## src/rtl/lsu_dmem_master.sv

```systemverilog
// lsu_dmem_master: RV32 load/store initiator driving a word-aligned data memory port
module lsu_dmem_master #(
  parameter int TIMEOUT    = 16,
  parameter int ADDR_WIDTH = 32
) (
  input  logic                  clk,
  input  logic                  rst_n,
  input  logic                  i_req_valid,
  output logic                  o_req_ready,
  input  logic                  i_req_we,
  input  logic [2:0]            i_req_funct3,
  input  logic [ADDR_WIDTH-1:0] i_req_addr,
  input  logic [31:0]           i_req_wdata,
  output logic                  o_resp_valid,
  output logic [31:0]           o_resp_rdata,
  output logic [1:0]            o_resp_err,
  output logic                  o_mem_req,
  input  logic                  i_mem_gnt,
  output logic                  o_mem_we,
  output logic [ADDR_WIDTH-1:0] o_mem_addr,
  output logic [3:0]            o_mem_be,
  output logic [31:0]           o_mem_wdata,
  input  logic                  i_mem_rvalid,
  input  logic [31:0]           i_mem_rdata
);
  typedef enum logic [1:0] {IDLE, ISSUE, WAIT_R, RESP} state_t;
  state_t      r_state;
  logic [7:0]  r_cnt;
  logic [2:0]  r_funct3;
  logic [1:0]  r_off;
  logic [1:0]  w_off;
  logic        w_illegal;
  logic        w_misaligned;
  logic        w_timeout;
  logic [3:0]  w_be;
  logic [31:0] w_wdata;
  logic [31:0] w_shifted;
  logic [31:0] w_ext;
  always_comb begin
    w_off        = i_req_addr[1:0];
    w_illegal    = i_req_we ? (i_req_funct3[2] || i_req_funct3[1:0] == 2'b11)
                            : (i_req_funct3[1:0] == 2'b11 || i_req_funct3 == 3'b110);
    w_misaligned = (i_req_funct3[1:0] == 2'b01 && w_off[0]) ||
                   (i_req_funct3[1:0] == 2'b10 && w_off != 2'b00);
    w_be         = !i_req_we                   ? 4'b1111 :
                   i_req_funct3[1:0] == 2'b00 ? 4'b0001 << w_off :
                   i_req_funct3[1:0] == 2'b01 ? 4'b0011 << w_off : 4'b1111;
    w_wdata      = !i_req_we                   ? 32'h0 :
                   i_req_funct3[1:0] == 2'b00 ? {4{i_req_wdata[7:0]}} :
                   i_req_funct3[1:0] == 2'b01 ? {2{i_req_wdata[15:0]}} : i_req_wdata;
    w_shifted    = i_mem_rdata >> {r_off, 3'b000};
    w_ext        = r_funct3 == 3'b000 ? {{24{w_shifted[7]}}, w_shifted[7:0]} :
                   r_funct3 == 3'b001 ? {{16{w_shifted[15]}}, w_shifted[15:0]} :
                   r_funct3 == 3'b100 ? {24'h0, w_shifted[7:0]} :
                   r_funct3 == 3'b101 ? {16'h0, w_shifted[15:0]} : w_shifted;
    w_timeout    = r_cnt == 8'(TIMEOUT - 1);
  end
  // Every response path loads resp_rdata/resp_err together so they hold until the next RESP
  always_ff @(posedge clk or negedge rst_n) begin
    if (!rst_n) begin
      r_state      <= IDLE;
      r_cnt        <= '0;
      r_funct3     <= '0;
      r_off        <= '0;
      o_req_ready  <= 1'b1;
      o_resp_valid <= 1'b0;
      o_resp_rdata <= '0;
      o_resp_err   <= '0;
      o_mem_req    <= 1'b0;
      o_mem_we     <= 1'b0;
      o_mem_addr   <= '0;
      o_mem_be     <= '0;
      o_mem_wdata  <= '0;
    end else begin
      o_resp_valid <= 1'b0;
      case (r_state)
        IDLE: if (i_req_valid) begin
          r_funct3    <= i_req_funct3;
          r_off       <= w_off;
          o_req_ready <= 1'b0;
          if (w_illegal || w_misaligned) begin
            r_state      <= RESP;
            o_resp_valid <= 1'b1;
            o_resp_rdata <= '0;
            o_resp_err   <= w_illegal ? 2'b10 : 2'b01;
          end else begin
            r_state     <= ISSUE;
            r_cnt       <= '0;
            o_mem_req   <= 1'b1;
            o_mem_we    <= i_req_we;
            o_mem_addr  <= {i_req_addr[ADDR_WIDTH-1:2], 2'b00};
            o_mem_be    <= w_be;
            o_mem_wdata <= w_wdata;
          end
        end
        ISSUE: if (i_mem_gnt) begin
          o_mem_req <= 1'b0;
          r_cnt     <= '0;
          if (o_mem_we) begin
            r_state      <= RESP;
            o_resp_valid <= 1'b1;
            o_resp_rdata <= '0;
            o_resp_err   <= 2'b00;
          end else r_state <= WAIT_R;
        end else if (w_timeout) begin
          o_mem_req    <= 1'b0;
          r_state      <= RESP;
          o_resp_valid <= 1'b1;
          o_resp_rdata <= '0;
          o_resp_err   <= 2'b11;
        end else r_cnt <= r_cnt + 8'd1;
        WAIT_R: if (i_mem_rvalid || w_timeout) begin
          r_state      <= RESP;
          o_resp_valid <= 1'b1;
          o_resp_rdata <= i_mem_rvalid ? w_ext : 32'h0;
          o_resp_err   <= i_mem_rvalid ? 2'b00 : 2'b11;
        end else r_cnt <= r_cnt + 8'd1;
        default: begin
          r_state     <= IDLE;
          o_req_ready <= 1'b1;
        end
      endcase
    end
  end
endmodule
```

## config.mk

```make
export PLATFORM = sky130hd
export DESIGN_NAME = lsu_dmem_master
export DESIGN_NICKNAME = d
export VERILOG_FILES = /design/src/rtl/lsu_dmem_master.sv
export SDC_FILE = /design/constraint.sdc
export NUM_CORES = 1
export LEC_CHECK = 0
export CELL_PAD_IN_SITES_DETAIL_PLACEMENT = 0
export CELL_PAD_IN_SITES_GLOBAL_PLACEMENT = 2
export CORE_ASPECT_RATIO = 0.8
export CORE_UTILIZATION = 25
export CTS_CLUSTER_SIZE = 14
export DETAILED_ROUTE_END_ITERATION = 7
export PLACE_DENSITY_LB_ADDON = 0.08
export SETUP_SLACK_MARGIN = 0.2
export SLEW_MARGIN = 20
export SYNTH_ARGS = -nofsm -noshare
export SYNTH_HDL_FRONTEND = slang
export SYNTH_SLANG_ARGS = --single-unit
export TNS_END_PERCENT = 10
```

## constraint.sdc

```tcl
create_clock -name clk -period 5.1 [get_ports clk]
set_input_delay 0.765 -clock clk [delete_from_list [all_inputs] [get_ports clk]]
set_output_delay 0.765 -clock clk [all_outputs]
set_load 0.03 [all_outputs]
```

==> impl_metrics.toml <==
[timing]
relSlewSlack_pct = 28.76
period_minus_slack_ps = 3152
hold_violations = 0
tightest_slew_ps = 1062
rsz0062_at_grt = "no"
timing.setup.tns_ps = 0
finClkSkew_ps = 9.149
setup_violations = 0
hold_ws_ps = 130.7
fmax_mhz = 317.2
fin_crit_sh_pct = 61.81
finalMaxSlewViolations = 0

[placed_design]
gp_congestion = 0.8579
place_inst = 1156
hpwl_um = 15010
post_dp_cell_area_um2 = 8537
port_buffers = 208

[setup_path]
crit_fanout = 56
cpPeakStageDelay_ps = 800
startpoint_type = "input port"
cp_num_buf_inv = 3
critPathCaptureType = "flop"
worstPathArrival_ps = 3470
r2r_start = "r_off[1]"
critPathRequiredTime_ps = 5420
r2r_end = "o_resp_rdata[16]"
rrSetupSlack_ps = 2330
path_cells = "clkdlybuf4s50_1, inv_1, ha_1, nand2b_1, nand3_1, or2_2, buf_4, nand2_1, o21ai_0"
r2r_cells = 4
cp_slowest_cell = "or2_2"
critPathKind = "in2reg"
path_delay_family = "simple AND/OR/NAND/NOR gates"

[synthesis]
async_reset_ff_share_pct = 100.0
syn_area_per_cell_um2 = 9.297
yosys.cell_count.top_type = "nand2_1"
syn_area_um2 = 6173
synth_common_cells = "nand2_1, dfrtp_1, o21ai_0, mux2_2, a21oi_1"
yosysWarnings = 0
synth_top_area_share_pct = 47.83
ys_seq_elements = 119
synth_area_leader_cell = "dfrtp_1"
seq_area_frac_synth_pct = 48.26
syn_inst = 664
synth_cell_types = 46
yosys_most_used_dff = "dfrtp_1"
synth.area.top_cells = "dfrtp_1, nand2_1, mux2_2"
synth_edf_count = 0

[route]
drt_pass1_iterations = 6
drt_iter0_drc = 238
vias = 5442
drc = 0
avgRoutedWirePerCell_um = 17.07
postRouteAntennaNets = 0
drt-total-wl_um = 20280
routed_via_density = 4.581

[clocking]
cts_resized = 0
cts_buffer_depth = 2
cts_tree = "yes"
ctsHoldBuffers = 0
cts_setup_buffers = 0
htree_num_levels = 4
cts.sinks = 119
numCtsBuffers = 17
clk_latency_ps = 410
path_clk_slew_ps = 60
root_buffer = "clkbuf_16"

[grt]
gr-total-overflow = 0
grt_max_degree = 71
grt_usage_pct = 16.41
grt_pass1_wl_um = 31620
grt_pass1_vias = 5491
antenna_found_initial = 3

[outcome]
status = "finished, final reports clean"

[final_layout]
final_area_um2 = 9126
syn2layout_area_growth_pct = 47.83
layout-drive-gt1-share_pct = 11.72
fin_cells = 1188
final_nets = 971
antenna_cells = 0

[die]
num_rows = 51
fp.dieH_um = 142.6
ioPinCount = 211
coreArea_um2 = 24310
dieWidth_um = 177.7
dieArea_um2 = 25330
start_util_pct = 25.39

[pwr]
power_leakage_nw = 3.993
ir_worst_vdd_v = 0.0002622
power.density_nw_per_um2 = 638.1
fin_total_pwr_mw = 5.824

[flow_run]
maxCapViolations = 0

[min_path]
min-delay-path-class = "in2async"
flip-flops by register name (all words and copies together), names as in the netlist:
name	count
o_mem_wdata	32
o_resp_rdata	32
o_mem_addr	30
r_cnt	8
o_mem_be	4
r_funct3	3
o_resp_err	2
r_off	2
r_state	2
o_mem_req	1
o_mem_we	1
o_req_ready	1
o_resp_valid	1
layout by cell type, fill, tap and decap left out, types with 4 or more instances in the layout:
cell type and count:
o21ai_0 64, mux2_4 10, mux2_2 37, clkbuf_16 17, and3_1 4, ha_1 9
o2bb2ai_1 7, nand2_1 194, nor2_1 14, o41ai_1 7, mux2i_1 24, o31ai_1 9
dfrtp_1 118, buf_4 10, o21ai_1 5, nand2b_1 8, nor2b_1 4, nand3_1 26
a21oi_1 36, clkdlybuf4s50_1 207, inv_1 13
report_power, final:
part           switching, mW  internal, mW  leakage (nW)  total [mW]
sequential             0.296          1.36          1.56        1.65
combinational           1.76          1.20          2.15        2.96
clock                  0.472         0.736         0.283        1.21
total                   2.53          3.29          3.99        5.82
worst register-to-register path, cell delays in order, from the launching register on:
cell and delay (ps):
dfrtp_1 840, mux4_2 690, o41ai_4 700, a21oi_1 110, mux2_2 320
metal layers:
metal,track usage [%],up-vias,wire (um)
met5,0,-,40
met4,4.633,6,286
met3,6.731,24,1702
met2,24.57,156,8997
met1,21.59,2589,9248
li1,-,2667,-
stage by stage:
| step | setup WS [ps] | utilization (%) |
|---|---|---|
| CTS | 1915 | 37.54 |
| finish | 1948 | 37.54 |
| detailed placement | 1492 | 35.11 |
| floorplan | 2818 | - |
| global placement | 1554 | 35.03 |
| global route | 1620 | 37.54 |
cell families (layout without fill, tap and decap cells):
logic type                 count (synthesis)  count (layout)  synth area share [%]
and+or+nand+nor                          260             260                 17.77
buffers and inverters                     58             263                 4.297
DFF                                      119             119                 48.26
other                                      1               2               0.06074
muxes                                     73              73                 13.62
adders and majority gates                  9               9                 1.824
AOI/OAI and AO/OA                        144             144                 14.17
cell type report:
class,count,area (um^2)
Clock buffer,18,439.2
Sequential cell,119,2979
Clock inverter,14,150.1
Inverter,13,48.80
Fill cell,2437,15190
Multi-Input combinational cell,488,2944
Timing Repair Buffer,218,2167
Tap cell,318,397.9
worst max path at each step:
stage | from | endpoint | slack, ps | cells after the start
2_1_floorplan | i_req_addr[0] | o_resp_rdata[19] | 2820 | 8
3_3_place_gp | i_req_addr[1] | o_mem_be[3] | 1550 | 9
3_5_place_dp | i_req_addr[1] | o_mem_addr[9] | 1490 | 9
4_1_cts | i_req_addr[1] | o_mem_be[3] | 1910 | 9
5_1_grt | i_req_addr[1] | o_mem_addr[8] | 1620 | 9
6_report | i_req_addr[0] | o_mem_be[3] | 1950 | 9
(Power assumes the default switching activity.)
